$ cat config.mk
export PLATFORM = sky130hd
export DESIGN_NAME = spu_window_stats
export DESIGN_NICKNAME = d
export VERILOG_FILES = /design/src/rtl/spu_pkg.sv /design/src/rtl/spu_minmax_acc.sv /design/src/rtl/spu_window_stats.sv
export SDC_FILE = /design/constraint.sdc
export NUM_CORES = 1
export LEC_CHECK = 0
export ABC_CLOCK_PERIOD_IN_PS = 2600
export CAP_MARGIN = 10
export CORE_AREA = 2 2 81 83
export CTS_CLUSTER_DIAMETER = 30
export CTS_CLUSTER_SIZE = 24
export DETAILED_ROUTE_END_ITERATION = 10
export DIE_AREA = 0 0 83 85
export HOLD_SLACK_MARGIN = 0.08
export PLACE_DENSITY_LB_ADDON = 0.12
export SKIP_LAST_GASP = 1
export SLEW_MARGIN = 20
export SYNTH_ARGS = -nofsm -noshare
export SYNTH_HDL_FRONTEND = slang
export SYNTH_SLANG_ARGS = --single-unit
$ cat constraint.sdc
create_clock -name clk -period 2.6 [get_ports clk]
set_clock_uncertainty 0.2 [all_clocks]
set_input_delay 0.52 -clock clk [delete_from_list [all_inputs] [get_ports clk]]
set_output_delay 0.52 -clock clk [all_outputs]
set_load 0.01 [all_outputs]
$ cat src/rtl/spu_pkg.sv
// Shared constants for the spatial processing unit.
// Adder and statistics stages agree on sample width here.
package spu_pkg;
  localparam int SPU_DATA_W       = 8;
  localparam int SPU_WIN_LOG2_DEF = 2;
endpackage

$ cat src/rtl/spu_minmax_acc.sv
// Window accumulator: sample count, running sum, min and max.
// Exposes values that include the current sample and the closing flag.
module spu_minmax_acc
  import spu_pkg::*;
#(
  parameter int DATA_W   = SPU_DATA_W,
  parameter int WIN_LOG2 = SPU_WIN_LOG2_DEF,
  parameter int ACC_W    = DATA_W + WIN_LOG2
) (
  input  logic              clk,
  input  logic              reset,
  input  logic              clear,
  input  logic              accept,
  input  logic [DATA_W-1:0] in_data,
  output logic              closing,
  output logic [ACC_W-1:0]  nxt_sum,
  output logic [DATA_W-1:0] nxt_min,
  output logic [DATA_W-1:0] nxt_max
);

  logic [WIN_LOG2-1:0] count;
  logic [ACC_W-1:0]    acc_sum;
  logic [DATA_W-1:0]   acc_min;
  logic [DATA_W-1:0]   acc_max;
  logic                first;
  logic [ACC_W-1:0]    ext;

  assign first   = (count == '0);
  assign closing = &count;
  assign ext     = ACC_W'(in_data);

  always_comb begin
    nxt_sum = acc_sum + ext;
    nxt_min = acc_min;
    nxt_max = acc_max;
    if (first) begin
      nxt_sum = ext;
      nxt_min = in_data;
      nxt_max = in_data;
    end else begin
      if (in_data < acc_min) nxt_min = in_data;
      if (in_data > acc_max) nxt_max = in_data;
    end
  end

  // count wraps naturally since the window is a power of two
  always_ff @(posedge clk or posedge reset) begin
    if (reset) begin
      count   <= '0;
      acc_sum <= '0;
      acc_min <= '0;
      acc_max <= '0;
    end else if (clear) begin
      count <= '0;
    end else if (accept) begin
      count <= count + 1'b1;
      if (closing) begin
        acc_sum <= '0;
        acc_min <= '0;
        acc_max <= '0;
      end else begin
        acc_sum <= nxt_sum;
        acc_min <= nxt_min;
        acc_max <= nxt_max;
      end
    end
  end

endmodule

$ cat src/rtl/spu_window_stats.sv
// Windowed sum/min/max/mean over the adder-stage sample stream.
// Single-entry output register; input stalls only at window close.
module spu_window_stats
  import spu_pkg::*;
#(
  parameter int DATA_W   = SPU_DATA_W,
  parameter int WIN_LOG2 = SPU_WIN_LOG2_DEF,
  parameter int ACC_W    = DATA_W + WIN_LOG2
) (
  input  logic              clk,
  input  logic              reset,
  input  logic              in_valid,
  output logic              in_ready,
  input  logic [DATA_W-1:0] in_data,
  input  logic              clear,
  output logic              out_valid,
  input  logic              out_ready,
  output logic [ACC_W-1:0]  out_sum,
  output logic [DATA_W-1:0] out_min,
  output logic [DATA_W-1:0] out_max,
  output logic [DATA_W-1:0] out_mean
);

  logic              closing;
  logic              accept;
  logic              close_acc;
  logic [ACC_W-1:0]  nxt_sum;
  logic [DATA_W-1:0] nxt_min;
  logic [DATA_W-1:0] nxt_max;

  // out_ready reaches in_ready combinationally so a drain frees the slot
  assign in_ready  = !clear
                  && (!closing || !out_valid || out_ready);
  assign accept    = in_valid && in_ready;
  assign close_acc = accept && closing;

  spu_minmax_acc #(
    .DATA_W   (DATA_W),
    .WIN_LOG2 (WIN_LOG2),
    .ACC_W    (ACC_W)
  ) u_acc (
    .clk     (clk),
    .reset   (reset),
    .clear   (clear),
    .accept  (accept),
    .in_data (in_data),
    .closing (closing),
    .nxt_sum (nxt_sum),
    .nxt_min (nxt_min),
    .nxt_max (nxt_max)
  );

  always_ff @(posedge clk or posedge reset) begin
    if (reset) begin
      out_valid <= 1'b0;
      out_sum   <= '0;
      out_min   <= '0;
      out_max   <= '0;
      out_mean  <= '0;
    end else if (close_acc) begin
      out_valid <= 1'b1;
      out_sum   <= nxt_sum;
      out_min   <= nxt_min;
      out_max   <= nxt_max;
      out_mean  <= DATA_W'(nxt_sum >> WIN_LOG2);
    end else if (out_ready) begin
      out_valid <= 1'b0;
    end
  end

endmodule

# [Yosys cells after proc, flatten, opt, wreduce, memory -nomap -nowiden]
# Index checks and enable logic that the tools add are counted.
[classes] add_sub_neg=2 n_lt_le_gt_ge=2 mux=12 n_bitwise=1 n_reduce_logical=13
[ops] op="2-to-1 mux 8 bit" count=6
[ops] op="2-to-1 mux 10 bit" count=2
[ops] op="adder 10 x 8 -> 10 bit" count=1
[ops] op="> comparator 8 bit" count=1
[ops] op="less-than comparator 8 bit" count=1
[ops] op="2-to-1 mux 2 bit" count=2
[ops] op="AND reduction 2 bit" count=2
[ops] op="nonzero test 2 bit" count=2
[ops] op="logical AND 1 bit" count=3
[ops] op="zero test 1 bit" count=3
[ops] op="adder 2 x 1 -> 2 bit (second input constant)" count=1
[ops] op="zero test 2 bit" count=1
[ops] op="logical OR 1 bit" count=2
[ops] op="2-to-1 mux 1 bit" count=2
[ops] op="inverter 1 bit" count=1
[totals] ff_bits=63 input_bits=13 out_inout_bits=36 elab_cells=39

# [Longest topological paths before layout]
# Gate-level depths: netlist (run 1).
[logic_depth] word_depth=8 depth_mapped=9 mapped_depth_nobuf=7

# [By module]
# Synthesis (run 1) repeated with hierarchy kept, for this count alone.
[unflattened] hier_cells=294 hier_area_um2=3377.0
[by_module_without_submodules] module="spu_minmax_acc" instances=1 cells_each=224 area_each_um2=2270.9 seq_area_each_um2=700.7
[by_module_without_submodules] module="spu_window_stats" instances=1 cells_each=70 area_each_um2=1106.1 seq_area_each_um2=675.6

# [Worst setup path after synthesis (run 1)]
# OpenSTA, ideal clock, no wires.
[synth_path] kind="input-to-reg" from="input port in_data[5]" to="register out_max[1]" setup_ps=126 arrival_time_ps=2143 required_ps=2274 path_slack_ps=131 path_stages=8 path_buffers=2 cell_sequence="ha_1 -> a211o_1 -> o211ai_2 -> a31oi_4 -> and2_4 -> buf_6 -> buf_6 -> a221o_1"
[synth_between] elab_chain_len=3
[synth_rtl] element="start: declaration" line="spu_window_stats.sv:14" rtl="input logic [DATA_W-1:0] in_data,"
[synth_rtl] element="> comparator 8 bit" line="spu_minmax_acc.sv:42" rtl="if (in_data > acc_max) nxt_max = in_data;"
[synth_rtl] element="2-to-1 mux 8 bit" line="spu_minmax_acc.sv:42"
[synth_rtl] element="2-to-1 mux 8 bit" line="spu_minmax_acc.sv:36" rtl="if (first) begin"
[synth_rtl] element="end signal: assignment" line="spu_window_stats.sv:64" rtl="out_max <= nxt_max;"
[synth_rtl] element="end: declaration" line="spu_window_stats.sv:20" rtl="output logic [DATA_W-1:0] out_max,"
# No other way between the ends.
# A chain may end at the register's enable or synchronous reset.

# [Worst setup path in the final report (run 1)]
[layout_path] from="input port in_data[6]" to="register u_acc.acc_max[4]"
[layout_between] elab_chain_len=4
[layout_rtl] element="> comparator 8 bit" line="spu_minmax_acc.sv:42"
[layout_rtl] element="2-to-1 mux 8 bit" line="spu_minmax_acc.sv:42"
[layout_rtl] element="2-to-1 mux 8 bit" line="spu_minmax_acc.sv:36"
[layout_rtl] element="2-to-1 mux 8 bit" line="spu_minmax_acc.sv:57" rtl="if (closing) begin"
[layout_rtl] element="end signal: assignment" line="spu_minmax_acc.sv:64" rtl="acc_max <= nxt_max;"
[layout_rtl] element="end: declaration" line="spu_minmax_acc.sv:24" rtl="logic [DATA_W-1:0] acc_max;"
# No other way between the ends.

==> results of run 1 <==
==> layer usage <==
metal	up-vias	track usage [%]	share of wire (%)
met5	-	0	0
met2	76	42.1	48
met4	0	8.20	2.7
met1	1394	33.5	45
li1	1346	-	-
met3	21	3.99	4.1
==> critical path: stages <==
cell                              delay [ns]
sky130_fd_sc_hd__clkdlybuf4s50_1        0.50
sky130_fd_sc_hd__buf_4                  0.19
sky130_fd_sc_hd__ha_1                   0.22
sky130_fd_sc_hd__a211o_1                0.29
sky130_fd_sc_hd__o211ai_2               0.15
sky130_fd_sc_hd__nand4_4                0.14
sky130_fd_sc_hd__and2_2                 0.28
sky130_fd_sc_hd__a32o_1                 0.27
==> flip-flops by register name (all words and copies together), names as in the netlist <==
name,cells
out_sum,10
u_acc.acc_sum,10
out_max,8
out_min,8
u_acc.acc_max,8
u_acc.acc_min,8
u_acc.count,2
out_valid,1
==> report_power, final <==
part           leakage (uW)  internal [uW]  total (uW)  switching (uW)
Combinational       0.00124            762        1440             673
Sequential         0.000712           1060        1180             128
Clock             0.0000443            193         493             300
==> worst min-delay path by stage <==
| stage | startpoint | end | slack (ns) | cells after the start |
|---|---|---|---|---|
| floorplan | u_acc.acc_sum[0]$_DFFE_PP0P_ | u_acc.acc_sum[0]$_DFFE_PP0P_ | 0.25 | 2 |
| detailed placement | u_acc.acc_sum[0]$_DFFE_PP0P_ | u_acc.acc_sum[0]$_DFFE_PP0P_ | 0.27 | 2 |
| finish | u_acc.acc_sum[0]$_DFFE_PP0P_ | u_acc.acc_sum[0]$_DFFE_PP0P_ | 0.30 | 2 |
| CTS | u_acc.acc_sum[0]$_DFFE_PP0P_ | u_acc.acc_sum[0]$_DFFE_PP0P_ | 0.30 | 2 |
| global route | u_acc.acc_max[7]$_DFFE_PP0P_ | u_acc.acc_max[7]$_DFFE_PP0P_ | 0.33 | 1 |
| global placement | u_acc.acc_sum[2]$_DFFE_PP0P_ | u_acc.acc_sum[2]$_DFFE_PP0P_ | 0.27 | 2 |
==> stage by stage <==
step | setup WS [ns] | setup TNS [ns]
2_1_floorplan | 0.131 | 0
4_1_cts | 0.00371 | 0
3_3_place_gp | -0.319 | -11.27
6_report | 0.0369 | 0
5_1_grt | -0.0310 | -0.0500
3_5_place_dp | -0.343 | -12.30
==> timing repair <==
| item | 4_1_cts | 5_1_grt |
|---|---|---|
| pin swaps | 0 | 4 |
| resized for setup | 2 | 18 |
| endpoints found under the setup margin | 1 | 40 |
| cloned | 0 | 1 |
==> area by class of cell <==
type,instances,area [um2]
clock buffer,5,68.8
fill,470,1880
inverter,22,82.6
sequential,55,1380
clock inverter,3,25.0
timing repair buffer,102,932
multi-input combinational,216,1750
tap,77,96.3
==> kinds of logic after synthesis <==
family          count (synthesis)  share of synthesized area, %
compound gates                 94                          22.8
simple gates                   79                          13.5
flops                          55                          42.0
buf+inv                        45                          6.72
fa+ha+maj                      26                          10.2
xor+xnor                        8                          2.14
mux                             8                          2.60
==> layout by cell type (no fill, tap or decap), types with 13 or more instances in the layout <==
master                            instances
sky130_fd_sc_hd__inv_1                   21
sky130_fd_sc_hd__nor2_1                  13
sky130_fd_sc_hd__clkdlybuf4s50_1         43
sky130_fd_sc_hd__a221o_1                 16
sky130_fd_sc_hd__dfrtp_1                 55
sky130_fd_sc_hd__ha_1                    23
sky130_fd_sc_hd__buf_4                   51
sky130_fd_sc_hd__nor3_1                  13
sky130_fd_sc_hd__nand2_1                 21
==> metrics.log, run 1 <==
[metrics] TritonCTS Buffers: 5
[metrics] async set-or-reset flop fraction in the synthesized netlist: 100%
[metrics] number of antenna violations at the first check in global routing: 0
[metrics] Crit Reg-Reg Startpoint: u_acc.acc_sum[0]$_DFFE_PP0P_
[metrics] Sinks on Clock Net: 55
[metrics] starting density of the core: 52.8%
[metrics] mean post-synth cell area: a little over 10 um2
[metrics] Mapped Area: 0.00328 mm2
[metrics] Worst Hold Class: reg -> reg
[metrics] Post-synth EDFFs: 0
[metrics] total placed instance area: 0.00416 mm2
[metrics] status: finished, final reports clean
[metrics] number of buffers inserted by hold repair at cts: 0
[metrics] count of placed standard cells including taps: 471
[metrics] critical path data required time: around 2.6 ns
[metrics] Final ANT Viol Nets: 0
[metrics] CP Data Arrival Time: about 2.6 ns
[metrics] length of the first detailed-routing pass in iterations: 5
[metrics] maximum number of buffers from clock root to sink: 2
[metrics] final core utilization: 69.8%
[metrics] drt wl/cell: about 17 um
[metrics] count of inserted antenna diode cells: 0
[metrics] time the final worst path needs with I/O delays and setup: 2.56 ns
[metrics] count of vias placed by the detailed router: 2837
[metrics] peak ir drop on the vdd network: 0.520 mV
[metrics] critical path class: in -> reg
[metrics] number of max-capacitance violations reported: 0
[metrics] pin count of the biggest net entering global routing: 39
[metrics] top-area cell type share of the netlist area: 42.0%
[metrics] area enclosed by the die boundary: roughly 0.0071 mm2
[metrics] top cells by count, synth: 55 x sky130_fd_sc_hd__dfrtp_1, 25 x sky130_fd_sc_hd__ha_1, 22 x sky130_fd_sc_hd__inv_1
[metrics] Worst Setup SP: in_data[6]
[metrics] port buffer count: 48
[metrics] number of levels the H-tree was split into: 2
[metrics] most numerous cell in the Yosys netlist: sky130_fd_sc_hd__dfrtp_1
[metrics] setup violation total in the final timing report: 0
[metrics] overall overflow remaining after global route: 0
[metrics] CP Capture Type: register
[metrics] number of global-route vias before repair: 2891
[metrics] RSZ-0062 raised after global routing: yes
[metrics] leakage power of the design: 0.00199 uW
[metrics] number of DRC markers in iteration 0: 131
[metrics] row count: 29
[metrics] Yosys warning total: 0
[metrics] crit start category: primary input
[metrics] share of layout cells above drive strength 1: 23.1%
[metrics] slew at the pin closest to its max-slew limit: 0.852 ns
[metrics] library cells used by synthesis: 49
[metrics] Min Hold Slack: 0.304 ns
[metrics] Non-Filler Instances: between 400 and 500
[metrics] number of flip-flops and latches in the synthesized netlist: 55
[metrics] ratio of final minimum period to clock period: 98.6%
[metrics] synthesized instance count: between 300 and 400
[metrics] synth top area cells: sky130_fd_sc_hd__dfrtp_1 42%, sky130_fd_sc_hd__ha_1 9.5%, sky130_fd_sc_hd__a221o_1 4.9%
[metrics] capturing instance or port of the critical path: u_acc.acc_max[4]$_DFFE_PP0P_
[metrics] global-route total usage across every layer: roughly a quarter
[metrics] Register-to-Register Setup Slack: approximately 0.35 ns
[metrics] part of the Yosys area used for sequential elements: 42.0%
[metrics] Final Total Pwr: a little over 3000 uW
[metrics] P&R area growth vs syn: 32.2%
[metrics] max-slew violation count: 0
[metrics] Finished Cell Area: 0.00433 mm2
[metrics] largest fanout on the critical path: 8
[metrics] Vias per Instance: between 5 and 6
[metrics] floorplan core area: 0.00620 mm2
[metrics] Highest Clock Rate: 390 MHz
[metrics] wire length of the first global-routing pass: between 10 and 15 mm
[metrics] worst slew margin relative to its limit: 43.0%
[metrics] weighted congestion at the end of routability-driven global placement: 0.850
[metrics] CTS clk-pin slew, worst paths: roughly 0.10 ns
[metrics] largest area contributor in the synthesized netlist: sky130_fd_sc_hd__dfrtp_1
[metrics] clock root buffer: sky130_fd_sc_hd__clkbuf_8
[metrics] depth of the worst register-to-register path: 7
[metrics] number of nets produced by synthesis: 354
[metrics] clock latency on the worst-skew pair: 0.32 ns
[metrics] Total Wirelength: 8.38 mm
[metrics] worst flop-to-flop path endpoint: u_acc.acc_sum[6]$_DFFE_PP0P_
[metrics] predominant post-synthesis flop cell: sky130_fd_sc_hd__dfrtp_1
[metrics] CTS tree: built
[metrics] Final HPWL DP: just over 6 mm
[metrics] nets@finish: 441
[metrics] Power Dens Cells: 719 mW/mm2
[metrics] final hold viol count: 0
[metrics] post-CTS setup buffers: 0
[metrics] vertical die dimension: between 80 and 90 um
[metrics] count of boundary I/O pins: slightly below 50
[metrics] die width: 83 um
[metrics] number of design rule violations left after detail routing: 0
(Power assumes the default switching activity.)
==> run 2, diff against run 1 <==
--- a/config.mk
+++ b/config.mk
@@ -7,15 +7,16 @@
 export LEC_CHECK = 0
 export ABC_CLOCK_PERIOD_IN_PS = 2600
 export CAP_MARGIN = 10
-export CORE_AREA = 2 2 81 83
+export CORE_AREA = 2 2 82 84
 export CTS_CLUSTER_DIAMETER = 30
 export CTS_CLUSTER_SIZE = 24
 export DETAILED_ROUTE_END_ITERATION = 10
-export DIE_AREA = 0 0 83 85
+export DIE_AREA = 0 0 84 86
 export HOLD_SLACK_MARGIN = 0.08
 export PLACE_DENSITY_LB_ADDON = 0.12
 export SKIP_LAST_GASP = 1
 export SLEW_MARGIN = 20
 export SYNTH_ARGS = -nofsm -noshare
 export SYNTH_HDL_FRONTEND = slang
+export SYNTH_HIERARCHICAL = 1
 export SYNTH_SLANG_ARGS = --single-unit
==> metrics.log, run 2 <==
[metrics] Final HPWL DP: 5.85 mm (was 6.23 mm)
[metrics] maximum number of buffers from clock root to sink: 2 (unchanged)
[metrics] Worst Setup SP: u_acc/acc_max[1]$_DFFE_PP0P_ (was in_data[6])
[metrics] setup violation total in the final timing report: 2 (was 0)
[metrics] Total Wirelength: 8.29 mm (was 8.38 mm)
[metrics] worst slew margin relative to its limit: 73.2% (was 43.0%)
[metrics] count of inserted antenna diode cells: 0 (unchanged)
[metrics] count of vias placed by the detailed router: 2701 (was 2837)
[metrics] library cells used by synthesis: 58 (was 49)
[metrics] Power Dens Cells: 620 mW/mm2 (was 719 mW/mm2)
[metrics] cell with the biggest individual delay on the critical path: sky130_fd_sc_hd__o41a_1 (was sky130_fd_sc_hd__clkdlybuf4s50_1)
[metrics] drt wl/cell: 17.6 um (was 17.5 um)
[metrics] Mapped Area: 0.00338 mm2 (was 0.00328 mm2)
[metrics] number of DRC markers in iteration 0: 125 (was 131)
[metrics] number of max-capacitance violations reported: 0 (unchanged)
[metrics] clock latency on the worst-skew pair: 0.32 ns (about the same)
[metrics] origin of the worst min-delay path: out_sum[0]$_DFFE_PP0P_ (was u_acc.acc_sum[0]$_DFFE_PP0P_)
[metrics] leakage power of the design: 0.00212 uW (was 0.00199 uW)
[metrics] largest fanout on the critical path: 5 (was 8)
[metrics] number of inserted filler cells in the final layout: 480 (was 470)
[metrics] leading cell type in the layout, fill and taps excluded: sky130_fd_sc_hd__buf_4 (was sky130_fd_sc_hd__dfrtp_1)
[metrics] critical path class: reg -> reg (was in -> reg)
[metrics] CP Data Arrival Time: 2.61 ns (was 2.57 ns)
[metrics] Final Total Pwr: 2790 uW (was 3110 uW)
[metrics] Crit Reg-Reg Startpoint: u_acc/acc_max[1]$_DFFE_PP0P_ (was u_acc.acc_sum[0]$_DFFE_PP0P_)
[metrics] number of design rule violations left after detail routing: 0 (unchanged)
[metrics] registers with the most flip-flops: out_sum x10, u_acc/acc_sum x10 (was out_sum x10, u_acc.acc_sum x10)
[metrics] P&R area growth vs syn: 33.0% (was 32.2%)
[metrics] CP Capture Type: register (unchanged)
[metrics] number of antenna violations at the first check in global routing: 0 (unchanged)
[metrics] synthesized instance count: 294 (was 315)
[metrics] Yosys warning total: 6 (was 0)
[metrics] vertical die dimension: 86 um (was 85 um)
[metrics] number of global-route vias before repair: 2802 (was 2891)
[metrics] top cells by count, synth: 55 x sky130_fd_sc_hd__dfrtp_1, 40 x sky130_fd_sc_hd__mux2_2, 25 x sky130_fd_sc_hd__ha_1 (was 55 x sky130_fd_sc_hd__dfrtp_1, 25 x sky130_fd_sc_hd__ha_1, 22 x sky130_fd_sc_hd__inv_1)
[metrics] die width: 84 um (was 83 um)
[metrics] weighted congestion at the end of routability-driven global placement: 0.841 (was 0.850)
[metrics] most frequent cell on the critical path: sky130_fd_sc_hd__mux2_4
[metrics] count of boundary I/O pins: 49 (unchanged)
[metrics] time the final worst path needs with I/O delays and setup: 2.60 ns (was 2.56 ns)
[metrics] list of cells traversed by the critical path: inv_2, ha_4, nor2b_4, o211ai_2, nand2_1, o41a_1, buf_6, mux2_4, mux2_4 (was clkdlybuf4s50_1, buf_4, ha_1, a211o_1, o211ai_2, nand4_4, and2_2, a32o_1)
[metrics] Vias per Instance: 5.75 (was 5.91)
[metrics] pre-CTS WS: -0.672 ns (was -0.343 ns)
[metrics] largest stage delay on the critical path: 0.49 ns (was 0.50 ns)
[metrics] peak ir drop on the vdd network: 0.365 mV (was 0.520 mV)
[metrics] Non-Filler Instances: 470 (was 480)
[metrics] global-route total usage across every layer: 23.5% (was 25.1%)
[metrics] final hold viol count: 0 (unchanged)
[metrics] overall overflow remaining after global route: 0 (unchanged)
[metrics] Post-synth EDFFs: 0 (unchanged)
[metrics] CTS clk-pin slew, worst paths: 0.10 ns (about the same)
[metrics] async set-or-reset flop fraction in the synthesized netlist: 100% (unchanged)
[metrics] Highest Clock Rate: 385 MHz (was 390 MHz)
[metrics] count of placed standard cells including taps: 457 (was 471)
[metrics] final core utilization: 71.6% (was 69.8%)
[metrics] status: complete, but fails checks (was finished, final reports clean)
[metrics] port buffer count: 48 (unchanged)
[metrics] nets@finish: 431 (was 441)
[metrics] CP Buf/Inv Count: 2 (unchanged)
[metrics] Worst Hold Class: reg -> reg (unchanged)
[metrics] floorplan core area: 0.00628 mm2 (was 0.00620 mm2)
[metrics] most numerous cell in the Yosys netlist: sky130_fd_sc_hd__dfrtp_1 (unchanged)
[metrics] clock root buffer: sky130_fd_sc_hd__clkbuf_8 (unchanged)
[metrics] failing checks: setup timing
[metrics] critical path data required time: 2.61 ns (about the same)
[metrics] CTS tree: built (unchanged)
[metrics] wire length of the first global-routing pass: 13.5 mm (was 14.3 mm)
[metrics] mean post-synth cell area: 11.5 um2 (was 10.4 um2)
[metrics] largest area contributor in the synthesized netlist: sky130_fd_sc_hd__dfrtp_1 (unchanged)
[metrics] TritonCTS Buffers: 5 (unchanged)
[metrics] number of flip-flops and latches in the synthesized netlist: 55 (unchanged)
[metrics] share of layout cells above drive strength 1: 35.4% (was 23.1%)
[metrics] top-area cell type share of the netlist area: 40.8% (was 42.0%)
[metrics] length of the first detailed-routing pass in iterations: 4 (was 5)
[metrics] final setup slack of the worst path: -0.000363 ns (was 0.0369 ns)
[metrics] row count: 29 (unchanged)
[metrics] pin count of the biggest net entering global routing: 29 (was 39)
[metrics] starting density of the core: 53.8% (was 52.8%)
[metrics] number of nets produced by synthesis: 333 (was 354)
[metrics] crit start category: register (was primary input)
[metrics] part of the Yosys area used for sequential elements: 40.8% (was 42.0%)
[metrics] ratio of final minimum period to clock period: 100% (was 98.6%)
[metrics] RSZ-0062 raised after global routing: yes (unchanged)
[metrics] synth top area cells: sky130_fd_sc_hd__dfrtp_1 41%, sky130_fd_sc_hd__mux2_2 13%, sky130_fd_sc_hd__ha_1 9.3% (was sky130_fd_sc_hd__dfrtp_1 42%, sky130_fd_sc_hd__ha_1 9.5%, sky130_fd_sc_hd__a221o_1 4.9%)
[metrics] area enclosed by the die boundary: 0.00722 mm2 (was 0.00706 mm2)
[metrics] Final ANT Viol Nets: 0 (unchanged)
[metrics] max-slew violation count: 0 (unchanged)
[metrics] top library cells by usage in the layout, fill and taps aside: 56 x sky130_fd_sc_hd__buf_4, 55 x sky130_fd_sc_hd__dfrtp_1, 39 x sky130_fd_sc_hd__clkdlybuf4s50_1, 36 x sky130_fd_sc_hd__mux2_2, 20 x sky130_fd_sc_hd__inv_1 (was 55 x sky130_fd_sc_hd__dfrtp_1, 51 x sky130_fd_sc_hd__buf_4, 43 x sky130_fd_sc_hd__clkdlybuf4s50_1, 23 x sky130_fd_sc_hd__ha_1)
[metrics] cell family with most CP delay: compound AO/OA/AOI/OAI gates (unchanged)
[metrics] slew at the pin closest to its max-slew limit: 0.403 ns (was 0.852 ns)
[metrics] Sinks on Clock Net: 55 (unchanged)
[metrics] number of levels the H-tree was split into: 2 (unchanged)
[metrics] predominant post-synthesis flop cell: sky130_fd_sc_hd__dfrtp_1 (unchanged)
-- run 2: through the flow --
step           instance area [um2]   TNS [ns]  hold WS, ns
6_report                      4490  -0.000624        0.294
5_1_grt                       4490     -0.508        0.314
4_1_cts                       4420          0        0.299
3_5_place_dp                  4260     -22.97        0.280
3_3_place_gp                  4260     -21.44        0.268
2_1_floorplan                 3380          0        0.264
-- run 2: final cells by class --
class	count	area [um2]	share of cell area, %
clock buffers	6	82.6	1.84
clock inverters	2	35.0	0.780
inverters	21	78.8	1.75
multi-input cells	200	1880	41.9
flip-flops and latches	55	1380	30.6
well taps	77	96.3	2.14
repair buffers	109	943	21.0
-- run 2: worst reg2reg max path, stage by stage (launching register included) --
cell and delay, ns:
sky130_fd_sc_hd__dfrtp_1 0.42, sky130_fd_sc_hd__inv_2 0.08, sky130_fd_sc_hd__ha_4 0.20, sky130_fd_sc_hd__nor2b_4 0.12
sky130_fd_sc_hd__o211ai_2 0.20, sky130_fd_sc_hd__nand2_1 0.08, sky130_fd_sc_hd__o41a_1 0.49, sky130_fd_sc_hd__buf_6 0.16
sky130_fd_sc_hd__mux2_4 0.29, sky130_fd_sc_hd__mux2_4 0.26
-- run 2: path summary, 6_finish.rpt --
kind	slack, ns	to	cells past startpoint
max	-0.0004	out_max[6]$_DFFE_PP0P_	9
min	0.29	out_sum[0]$_DFFE_PP0P_	1
max reg2reg	-0.0004	out_max[6]$_DFFE_PP0P_	9
min reg2reg	0.29	out_sum[0]$_DFFE_PP0P_	1
max in group asynchronous	1.50	out_min[3]$_DFFE_PP0P_	3
min in group asynchronous	0.40	out_valid$_DFFE_PP0P_	3
-- run 2: timing repair --
item,in CTS,in global routing
endpoints found under the setup margin,42,22
pin swaps,5,11
cloned,0,0
gates resized for setup,14,25
hold buffers,0,0
setup buffers,2,3
-- run 2: where the power goes --
group	switching (uW)	internal (uW)	total, uW	leakage, uW
Clock	294	312	607	0.0000612
Combinational	484	602	1090	0.00133
Sequential	114	980	1090	0.000727
Total	892	1900	2790	0.00212
-- run 2: cell families after synthesis --
| kind of cell | synth area share, % |
|---|---|
| adder cells (fa/ha/maj) | 9.86 |
| multiplexers | 14.9 |
| XOR/XNOR | 2.07 |
| buffers and inverters | 6.26 |
| AO/OA/AOI/OAI | 18.1 |
| flip-flops | 40.8 |
| AND/OR/NAND/NOR | 8.08 |
-- run 2: per-layer routing --
metal	up-vias	part of all wire [%]	GRT usage [%]
met1	1353	43	29.7
met5	-	0	0
met2	63	52	40.9
met4	0	1.3	7.92
met3	13	3.4	4.23
li1	1272	-	-
